--- src/rtl/data_mem_lsu.sv ---
// ---------------------------------------------------------------------------
// data_mem_lsu
//   Load/store initiator sitting between the CPU memory stage and data_ram,
//   a word-only RAM with combinational read and synchronous write. Byte and
//   half-word stores are done as read-modify-write, because the RAM can only
//   write whole words. Loads are shifted down to the addressed lane, then
//   sign- or zero-extended.
//
// Parameters
//   SIZE          data_ram depth in 32-bit words (must match data_ram)
//
// Ports
//   clk           clock, all state changes on posedge
//   rst_n         synchronous active-low reset
//   req_valid     request present
//   req_ready     LSU can accept (high only while idle)
//   req_we        1 = store, 0 = load
//   req_size      0 = byte, 1 = half, 2 = word, 3 = illegal
//   req_unsigned  zero-extend loads when 1
//   req_addr      byte address
//   req_wdata     store data, LSB-aligned
//   rsp_valid     one-cycle response strobe
//   rsp_rdata     extended load data (0 for stores and errors)
//   rsp_err       misaligned / out-of-range / illegal size
//   mem_we        data_ram write enable
//   mem_raddr     data_ram read word index
//   mem_waddr     data_ram write word index
//   mem_wdata     data_ram write word
//   mem_rdata     data_ram read word (combinational from mem_raddr)
// ---------------------------------------------------------------------------
module data_mem_lsu #(
  parameter int SIZE = 64
) (
  input  logic        clk,
  input  logic        rst_n,
  input  logic        req_valid,
  output logic        req_ready,
  input  logic        req_we,
  input  logic [1:0]  req_size,
  input  logic        req_unsigned,
  input  logic [31:0] req_addr,
  input  logic [31:0] req_wdata,
  output logic        rsp_valid,
  output logic [31:0] rsp_rdata,
  output logic        rsp_err,
  output logic        mem_we,
  output logic [31:0] mem_raddr,
  output logic [31:0] mem_waddr,
  output logic [31:0] mem_wdata,
  input  logic [31:0] mem_rdata
);

  localparam logic [29:0] SIZE_W = 30'(SIZE);

  typedef enum logic [2:0] {
    S_IDLE,
    S_LOAD,
    S_RMW_RD,
    S_WRITE,
    S_RSP
  } state_e;

  state_e      state_q, state_d;

  // Request latch
  logic [31:0] addr_q,  addr_d;
  logic [1:0]  size_q,  size_d;
  logic        uns_q,   uns_d;
  logic        we_q,    we_d;
  logic [31:0] wdata_q, wdata_d;

  // Old RAM word captured for sub-word stores
  logic [31:0] merge_q, merge_d;

  // Response registers, only updated on entry into S_RSP
  logic [31:0] rdata_q, rdata_d;
  logic        err_q,   err_d;

  logic        wr_cycle;

  // -------------------------------------------------------------------------
  // Helpers
  // -------------------------------------------------------------------------

  // Any reason to reject the request without touching the RAM.
  function automatic logic req_error(input logic [1:0]  size,
                                     input logic [31:0] addr);
    logic bad;
    bad = 1'b0;
    if (size == 2'd3)                      bad = 1'b1;
    if ((size == 2'd1) && addr[0])         bad = 1'b1;
    if ((size == 2'd2) && (addr[1:0] != 2'd0)) bad = 1'b1;
    if (addr[31:2] >= SIZE_W)              bad = 1'b1;
    return bad;
  endfunction

  // Bring the addressed lane down to bit 0 and extend it to 32 bits.
  function automatic logic [31:0] load_extract(input logic [31:0] word,
                                               input logic [1:0]  size,
                                               input logic [1:0]  off,
                                               input logic        uns);
    logic [31:0] sh;
    logic [31:0] res;
    sh = word >> {off, 3'b000};
    case (size)
      2'd0:    res = uns ? {24'd0, sh[7:0]}  : {{24{sh[7]}},  sh[7:0]};
      2'd1:    res = uns ? {16'd0, sh[15:0]} : {{16{sh[15]}}, sh[15:0]};
      default: res = sh;
    endcase
    return res;
  endfunction

  // Replace the addressed byte/half lane of the old word with store data.
  function automatic logic [31:0] merge_word(input logic [31:0] base,
                                             input logic [31:0] wdata,
                                             input logic [1:0]  size,
                                             input logic [1:0]  off);
    logic [31:0] lane_mask;
    logic [31:0] mask;
    logic [31:0] ins;
    lane_mask = (size == 2'd0) ? 32'h0000_00FF : 32'h0000_FFFF;
    mask      = lane_mask << {off, 3'b000};
    ins       = (wdata & lane_mask) << {off, 3'b000};
    return (base & ~mask) | ins;
  endfunction

  // -------------------------------------------------------------------------
  // Next-state and output logic
  // -------------------------------------------------------------------------
  always_comb begin
    state_d   = state_q;
    addr_d    = addr_q;
    size_d    = size_q;
    uns_d     = uns_q;
    we_d      = we_q;
    wdata_d   = wdata_q;
    merge_d   = merge_q;
    rdata_d   = rdata_q;
    err_d     = err_q;
    req_ready = 1'b0;
    rsp_valid = 1'b0;
    wr_cycle  = 1'b0;
    mem_wdata = 32'd0;

    case (state_q)
      S_IDLE: begin
        req_ready = 1'b1;
        if (req_valid) begin
          addr_d  = req_addr;
          size_d  = req_size;
          uns_d   = req_unsigned;
          we_d    = req_we;
          wdata_d = req_wdata;
          if (req_error(req_size, req_addr)) begin
            rdata_d = 32'd0;
            err_d   = 1'b1;
            state_d = S_RSP;
          end else if (!req_we) begin
            state_d = S_LOAD;
          end else if (req_size == 2'd2) begin
            state_d = S_WRITE;
          end else begin
            state_d = S_RMW_RD;
          end
        end
      end

      S_LOAD: begin
        rdata_d = load_extract(mem_rdata, size_q, addr_q[1:0], uns_q);
        err_d   = 1'b0;
        state_d = S_RSP;
      end

      S_RMW_RD: begin
        merge_d = mem_rdata;
        state_d = S_WRITE;
      end

      S_WRITE: begin
        wr_cycle  = 1'b1;
        mem_wdata = (size_q == 2'd2) ? wdata_q
                                     : merge_word(merge_q, wdata_q, size_q, addr_q[1:0]);
        rdata_d   = 32'd0;
        err_d     = 1'b0;
        state_d   = S_RSP;
      end

      S_RSP: begin
        // A reset in this cycle aborts the access, so no strobe either.
        rsp_valid = rst_n;
        state_d   = S_IDLE;
      end

      default: state_d = S_IDLE;
    endcase
  end

  // Reset is synchronous, so gate the write strobe directly to keep the RAM
  // from being written in the very cycle reset is asserted.
  assign mem_we    = wr_cycle && rst_n;
  assign mem_raddr = {2'b00, addr_q[31:2]};
  assign mem_waddr = {2'b00, addr_q[31:2]};
  assign rsp_rdata = rdata_q;
  assign rsp_err   = err_q;

  // -------------------------------------------------------------------------
  // State registers
  // -------------------------------------------------------------------------
  always_ff @(posedge clk) begin
    if (!rst_n) begin
      state_q <= S_IDLE;
      addr_q  <= 32'd0;
      size_q  <= 2'd0;
      uns_q   <= 1'b0;
      we_q    <= 1'b0;
      wdata_q <= 32'd0;
      merge_q <= 32'd0;
      rdata_q <= 32'd0;
      err_q   <= 1'b0;
    end else begin
      state_q <= state_d;
      addr_q  <= addr_d;
      size_q  <= size_d;
      uns_q   <= uns_d;
      we_q    <= we_d;
      wdata_q <= wdata_d;
      merge_q <= merge_d;
      rdata_q <= rdata_d;
      err_q   <= err_d;
    end
  end

endmodule

--- config.mk ---
export PLATFORM = sky130hd
export DESIGN_NAME = data_mem_lsu
export DESIGN_NICKNAME = d
export VERILOG_FILES = /design/src/rtl/data_mem_lsu.sv
export SDC_FILE = /design/constraint.sdc
export NUM_CORES = 1
export LEC_CHECK = 0
export ABC_CLOCK_PERIOD_IN_PS = 1900
export BUFFER_PORTS_ARGS = -buffer_cell sky130_fd_sc_hd__buf_2
export CAP_MARGIN = 20
export CORE_ASPECT_RATIO = 1.4
export CORE_MARGIN = 8
export CORE_UTILIZATION = 24
export CTS_BUF_LIST = sky130_fd_sc_hd__clkbuf_4
export DETAILED_ROUTE_END_ITERATION = 12
export PLACE_DENSITY = 0.51
export SYNTH_ARGS = -nofsm -noshare
export SYNTH_HDL_FRONTEND = slang
export SYNTH_SLANG_ARGS = --single-unit
--- constraint.sdc ---
create_clock -name clk -period 1.9 [get_ports clk]
set_input_delay 0.095 -clock clk [delete_from_list [all_inputs] [get_ports clk]]
set_output_delay 0.095 -clock clk [all_outputs]
set_load 0.005 [all_outputs]
# --- After elaboration in Yosys (flattened, before gate mapping) ---
# Index checks and enable logic that the tools add are counted.
word_totals:
  register_bits: 135
  latchBits: 0
  ramBits: 0
  mem_bits_ro: 0
  input_bits: 103
  out_inout_bits: 132
  mem_count: 0
classes:
  n_addsub: 0
  mul: 0
  div: 0
  magnitude_cmp: 1
  eq_ne: 11
  n_shift: 3
  muxes: 26
  n_bitwise: 4
  reduce_logical: 12
ops:
  columns: ["operator", "count"]
  rows:
  - ["32-bit 2-to-1 mux", 6]
  - ["32-bit one-hot mux with 3 select lines", 1]
  - ["32-bit one-hot mux with 2 select lines", 1]
  - ["32-bit by 16-bit AND with 32-bit output", 1]
  - ["32-bit AND", 1]
  - ["32-bit NOT", 1]
  - ["32-bit bitwise OR", 1]
  - ["16-bit by 5-bit left shift with 32-bit output", 1]
  - ["32-bit by 5-bit left shift with 32-bit output", 1]
  - ["32-bit by 5-bit right shift with 32-bit output", 1]
  - ["30-bit by 7-bit >= comparator with 1-bit output (second input constant)", 1]
  - ["16-bit 2-to-1 mux", 1]
  - ["1-bit 2-to-1 mux", 12]
  - ["3-bit one-hot mux with 3 select lines", 1]
  - ["2-bit == test (second input constant)", 3]
  - ["3-bit by 2-bit == test with 1-bit output (second input constant)", 2]
  - ["3-bit 2-to-1 mux", 2]
  - ["3-bit AND reduction", 2]
  - ["2-bit by 1-bit == test with 1-bit output (second input constant)", 2]
  - ["2-bit nonzero test", 2]
  - ["3-bit by 1-bit == test with 1-bit output (second input constant)", 1]
  - ["3-bit == test (second input constant)", 1]
  - ["1-bit logical AND", 3]
  - ["3-bit zero test", 1]
  - ["other kinds (8)", 8]

# --- Logic depth before layout (Yosys ltp) ---
logic_depth:
  word_depth: 10
  mapped_depth: 8
  mapped_depth_nobuf: 4

# --- Worst setup path after synthesis ---
# OpenSTA, ideal clock, no wires.
synth_timing:
  path_kind: "flip-flop to flip-flop"
  startpoint: "register addr_q[1]"
  endpoint: "register rdata_q[16], in the netlist rsp_rdata[16]"
  setup_ns: 0.127
  arrival_time_ns: 1.545
  setup_slack_ns: 0.228
  path_stages_with_launch: 8
  n_path_buf: 3
  synth_period_minus_slack_ns: 1.672
  cell_sequence: "dfxtp_1 buf_4 and3b_1 buf_6 o21a_1 o311ai_4 buf_6 o211ai_1"
synth_between:
  elab_chain_len: 4
  elab_cells_between_ends: 5
  cone_classes: "1 x shift; 4 x mux"
synth_rtl:
  columns: ["item", "line_no", "text"]
  rows:
  - ["from (decl)", "66", "logic [31:0] addr_q, addr_d;"]
  - ["from (signal assigned)", "222", "addr_q <= addr_d;"]
  - ["32-bit by 5-bit right shift with 32-bit output (*)", "104", "sh = word >> {off, 3'b000};"]
  - ["32-bit 2-to-1 mux, on equally long branches", "107, 106", null]
  - ["32-bit one-hot mux with 2 select lines (*)", "105", "case (size)"]
  - ["32-bit one-hot mux with 3 select lines (*)", "145", "case (state_q)"]
  - ["to (signal assigned)", "228", "rdata_q <= rdata_d;"]
  - ["to (decl)", "76", "logic [31:0] rdata_q, rdata_d;"]
# Mark *: on every way between the ends. The rest lies on a longest branch, timed or not.
# A chain may end at the register's enable or synchronous reset.

# --- Worst setup path in the final report ---
layout_timing:
  startpoint: "register size_q[1]"
  endpoint: "output mem_wdata[15]"
layout_between:
  elab_chain_len: 8
  elab_cells_between_ends: 11
  cone_classes: "1 x eq/ne; 2 x shift; 3 x mux; 4 x bitwise; 1 x reduce/logical"
layout_rtl:
  columns: ["item", "line_no", "text"]
  rows:
  - ["from (decl)", "67", "logic [1:0] size_q, size_d;"]
  - ["from (signal assigned)", "223", "size_q <= size_d;"]
  - ["2-bit zero test", "121", "lane_mask = (size == 2'd0) ? 32'h0000_00FF : 32'h0000_FFFF;"]
  - ["16-bit 2-to-1 mux", "121", null]
  - ["16-bit by 5-bit left shift with 32-bit output", "122", "mask = lane_mask << {off, 3'b000};"]
  - ["32-bit NOT", "124", "return (base & ~mask) | ins;"]
  - ["32-bit AND", "124", null]
  - ["32-bit bitwise OR", "124", null]
  - ["32-bit 2-to-1 mux (*)", "181", "mem_wdata = (size_q == 2'd2) ? wdata_q"]
  - ["32-bit 2-to-1 mux (*)", "145", null]
  - ["to (decl)", "49", "output logic [31:0] mem_wdata,"]
# Marked as above.

==> flow_metrics.py <==
metrics = {
    "outcome": {
        "status": "finished with violations",
        "violations": "setup timing",
    },
    "synthesis": {
        "synth_cell_types": 50,
        "syn_area_um2": 7060,
        "synthFlopType": "dfxtp_1",
        "syn_avg_cell_area_um2": 7.67,
        "ys_warn_count": 0,
        "synthCells": 920,
        "ys_seq_area_share_pct": 38.3,
        "synth_area_leaders": "dfxtp_1, nand2_1, a21boi_0",
        "synth-seq-cells": 135,
        "synth_top_area_share_pct": 38.3,
        "synth_edf_count": 0,
        "yosys.area.top_type": "dfxtp_1",
        "ys_async_sr_fraction_pct": 0,
    },
    "route": {
        "drt_iter0_drc": 435,
        "wl_per_cell_um": 17.5,
        "wl_um": 27700,
        "dr.pass1.iters": 5,
        "routed_via_density": 4.52,
        "post-route-drc-count": 0,
        "antenna_left": 0,
        "vias": 7172,
    },
    "cells_and_area": {
        "syn_to_final_growth_pct": 44.1,
        "final_cells": 1587,
        "drive_gt1_share_pct": 33.7,
        "final_cell_mix": "nand2_1, buf_2, dfxtp_1",
        "final_common_cell": "nand2_1",
        "fin_nets": 1297,
    },
    "power": {
        "p_seq_share_pct": 49.8,
        "p_per_area_nw_per_um2": 595,
        "p_sw_uw": 1880,
        "internal_power_uw": 4180,
        "swShare_pct": 31.0,
        "ir_drop_uv": 284,
        "pwr-share-comb_pct": 21.0,
        "power_frac_clock_pct": 29.1,
        "leakagePower_uw": 0.00411,
    },
    "timing": {
        "post-route-min-period_ns": 2.17,
        "whs_ns": 0.134,
        "setup_ws_ns": -0.267,
        "finalSetupViolCount": 29,
        "worst_pin_slew_ns": 0.574,
        "fin_crit_sh_pct": 114,
        "finClkSkew_ns": 0.0185,
        "slew_headroom_pct": 61.7,
        "rsz0062_at_grt": "true",
        "fmax_mhz": 461,
        "finalHoldViolCount": 0,
        "slew_viol_final": 0,
    },
    "critical_path": {
        "regToRegSetupSlack_ns": 0.12,
        "endpoint": "mem_wdata[15]",
        "crit_required_ns": 1.80,
        "startpoint_type": "register",
        "endpoint_kind": "output pin",
        "r2r-end": "rsp_rdata[27]",
        "reg2reg_depth": 7,
        "startpoint": "size_q[1]",
        "cp_data_arrival_time_ns": 2.07,
        "r2r-start": "addr_q[0]",
        "path_max_fanout": 3,
        "path_class": "reg -> out",
    },
    "cts": {
        "cts_buffers": 17,
        "cts_root_buffer": "clkbuf_4",
        "clockBufferDepth": 2,
        "htree_levels": 4,
        "clock-sinks": 135,
        "clock_latency_ns": 0.56,
        "cts_tree": "built",
        "clkTransAtPathRegs_ns": 0.12,
    },
    "global_route": {
        "grt_remaining_overflow": 0,
        "grt_pass1_wl_um": 42400,
        "grt_pass1_vias": 7335,
        "grt_max_degree": 136,
        "grt.total_usage_pct": 15.4,
        "grt_antenna_before_repair": 1,
    },
    "place": {
        "hpwl_um": 20400,
        "place_ws_ns": 0.181,
        "gp_congestion": 0.852,
        "placed_cells": 1439,
        "port_buffers": 230,
    },
    "floorplan": {
        "die_area_um2": 35200,
        "num_rows": 74,
        "coreArea_um2": 29100,
        "ios": 235,
        "die_w_um": 161,
        "die_h_um": 219,
        "start_util_pct": 24.3,
    },
    "hold_path": {
        "hold_path_class": "in -> reg",
    },
    "flow_run": {
        "cap_violations": 0,
    },
}
logic make-up (layout without fill, tap and decap cells):
| kind of cell | count (synthesis) | after routing | share of synthesized area [%] |
|---|---|---|---|
| AOI/OAI and AO/OA | 243 | 243 | 23.8 |
| xor gates and xnor gates | 1 | 1 | 0.124 |
| buffers and inverters | 150 | 433 | 12.4 |
| DFF | 135 | 135 | 38.3 |
| muxes | 26 | 26 | 4.03 |
| other | 1 | 5 | 0.0531 |
| and+or+nand+nor | 364 | 364 | 21.3 |
synthesized netlist by cell type (6+ instances only):
cell type  number
nor4_1          6
and2_1          7
nor2_1         13
nand2_1       296
o221ai_1        8
inv_1          13
buf_2          19
a21o_1          7
o21ai_0        42
dfxtp_1       135
clkbuf_1       44
mux2_2          9
a21boi_0       88
nand3_1        14
a21boi_1       11
buf_4          70
a31oi_1         6
a221oi_1        8
o211ai_1       31
mux2i_1        16
a21oi_1        32
power groups by stage:
stage	Clock (µW)	Combinational (µW)	Sequential, µW
3_5_place_dp	0	966	3070
4_1_cts	1870	1240	3010
2_1_floorplan	0	630	3040
5_1_grt	1960	1390	3030
6_report	1760	1270	3020
3_3_place_gp	0	965	3070
flip-flops by register name, summed over array words and instances, names as in the netlist:
register   cells
addr_q        32
merge_q       32
rsp_err        1
rsp_rdata     32
size_q         2
state_q        3
uns_q          1
wdata_q       32
what timing repair did:
item                                    4_1_cts  5_1_grt
gates resized for setup                      95       34
endpoints found under the setup margin       32       46
cloned                                        2        0
hold buffers                                101        0
pin swaps                                    46       19
hold endpoints to repair                    128        0
buffers inserted                             13        1
critical path, cell delays in order (launching register included):
cell	delay, ns
dfxtp_2	0.34
or3_4	0.40
nor3b_1	0.14
or3_1	0.34
a21oi_2	0.16
buf_2	0.14
how the worst min path moves through the flow:
stage / startpoint / slack, ns / cells after the start / end
after floorplan: mem_rdata[30] / 0.23 / 2 / merge_q[30]
after global placement: req_addr[11] / 0.35 / 3 / addr_q[11]
after detailed placement: req_wdata[11] / 0.35 / 3 / wdata_q[11]
after CTS: rst_n / 0.11 / 4 / rsp_err
after global routing: rst_n / 0.1 / 3 / wdata_q[23]
final: rst_n / 0.13 / 3 / wdata_q[23]
per-layer routing:
metal  global-route usage (%)  share of wire [%]  vias up  routed length, µm
li1                         -                  -     3592                  -
met1                     18.3                 43     3359              12000
met2                     27.0                 51      193              14100
met3                     3.13                4.0       28               1110
met4                     5.23                1.8        0                499
met5                        0                  0        -                  0
area by class of cell:
cell class              count  area (µm²)
diodes                      1        2.50
clock buffers              17         128
clock inverters            14         110
fillers                  3100       18900
inverters                  13        48.8
multi-input cells         638        3920
flip-flops and latches    135        2720
well taps                 380         475
repair buffers            389        2770
per-stage QoR:
stage	setup TNS [ns]	utilization, %	area, µm²	total power [µW]
2_1_floorplan	0	-	7070	3670
3_3_place_gp	0	28.6	8310	4030
3_5_place_dp	0	28.6	8310	4040
4_1_cts	-6.84	34.4	9990	6120
5_1_grt	-8.99	35.0	10200	6380
6_report	-4.43	35.0	10200	6050
Power figures use the tool's default switching activity.
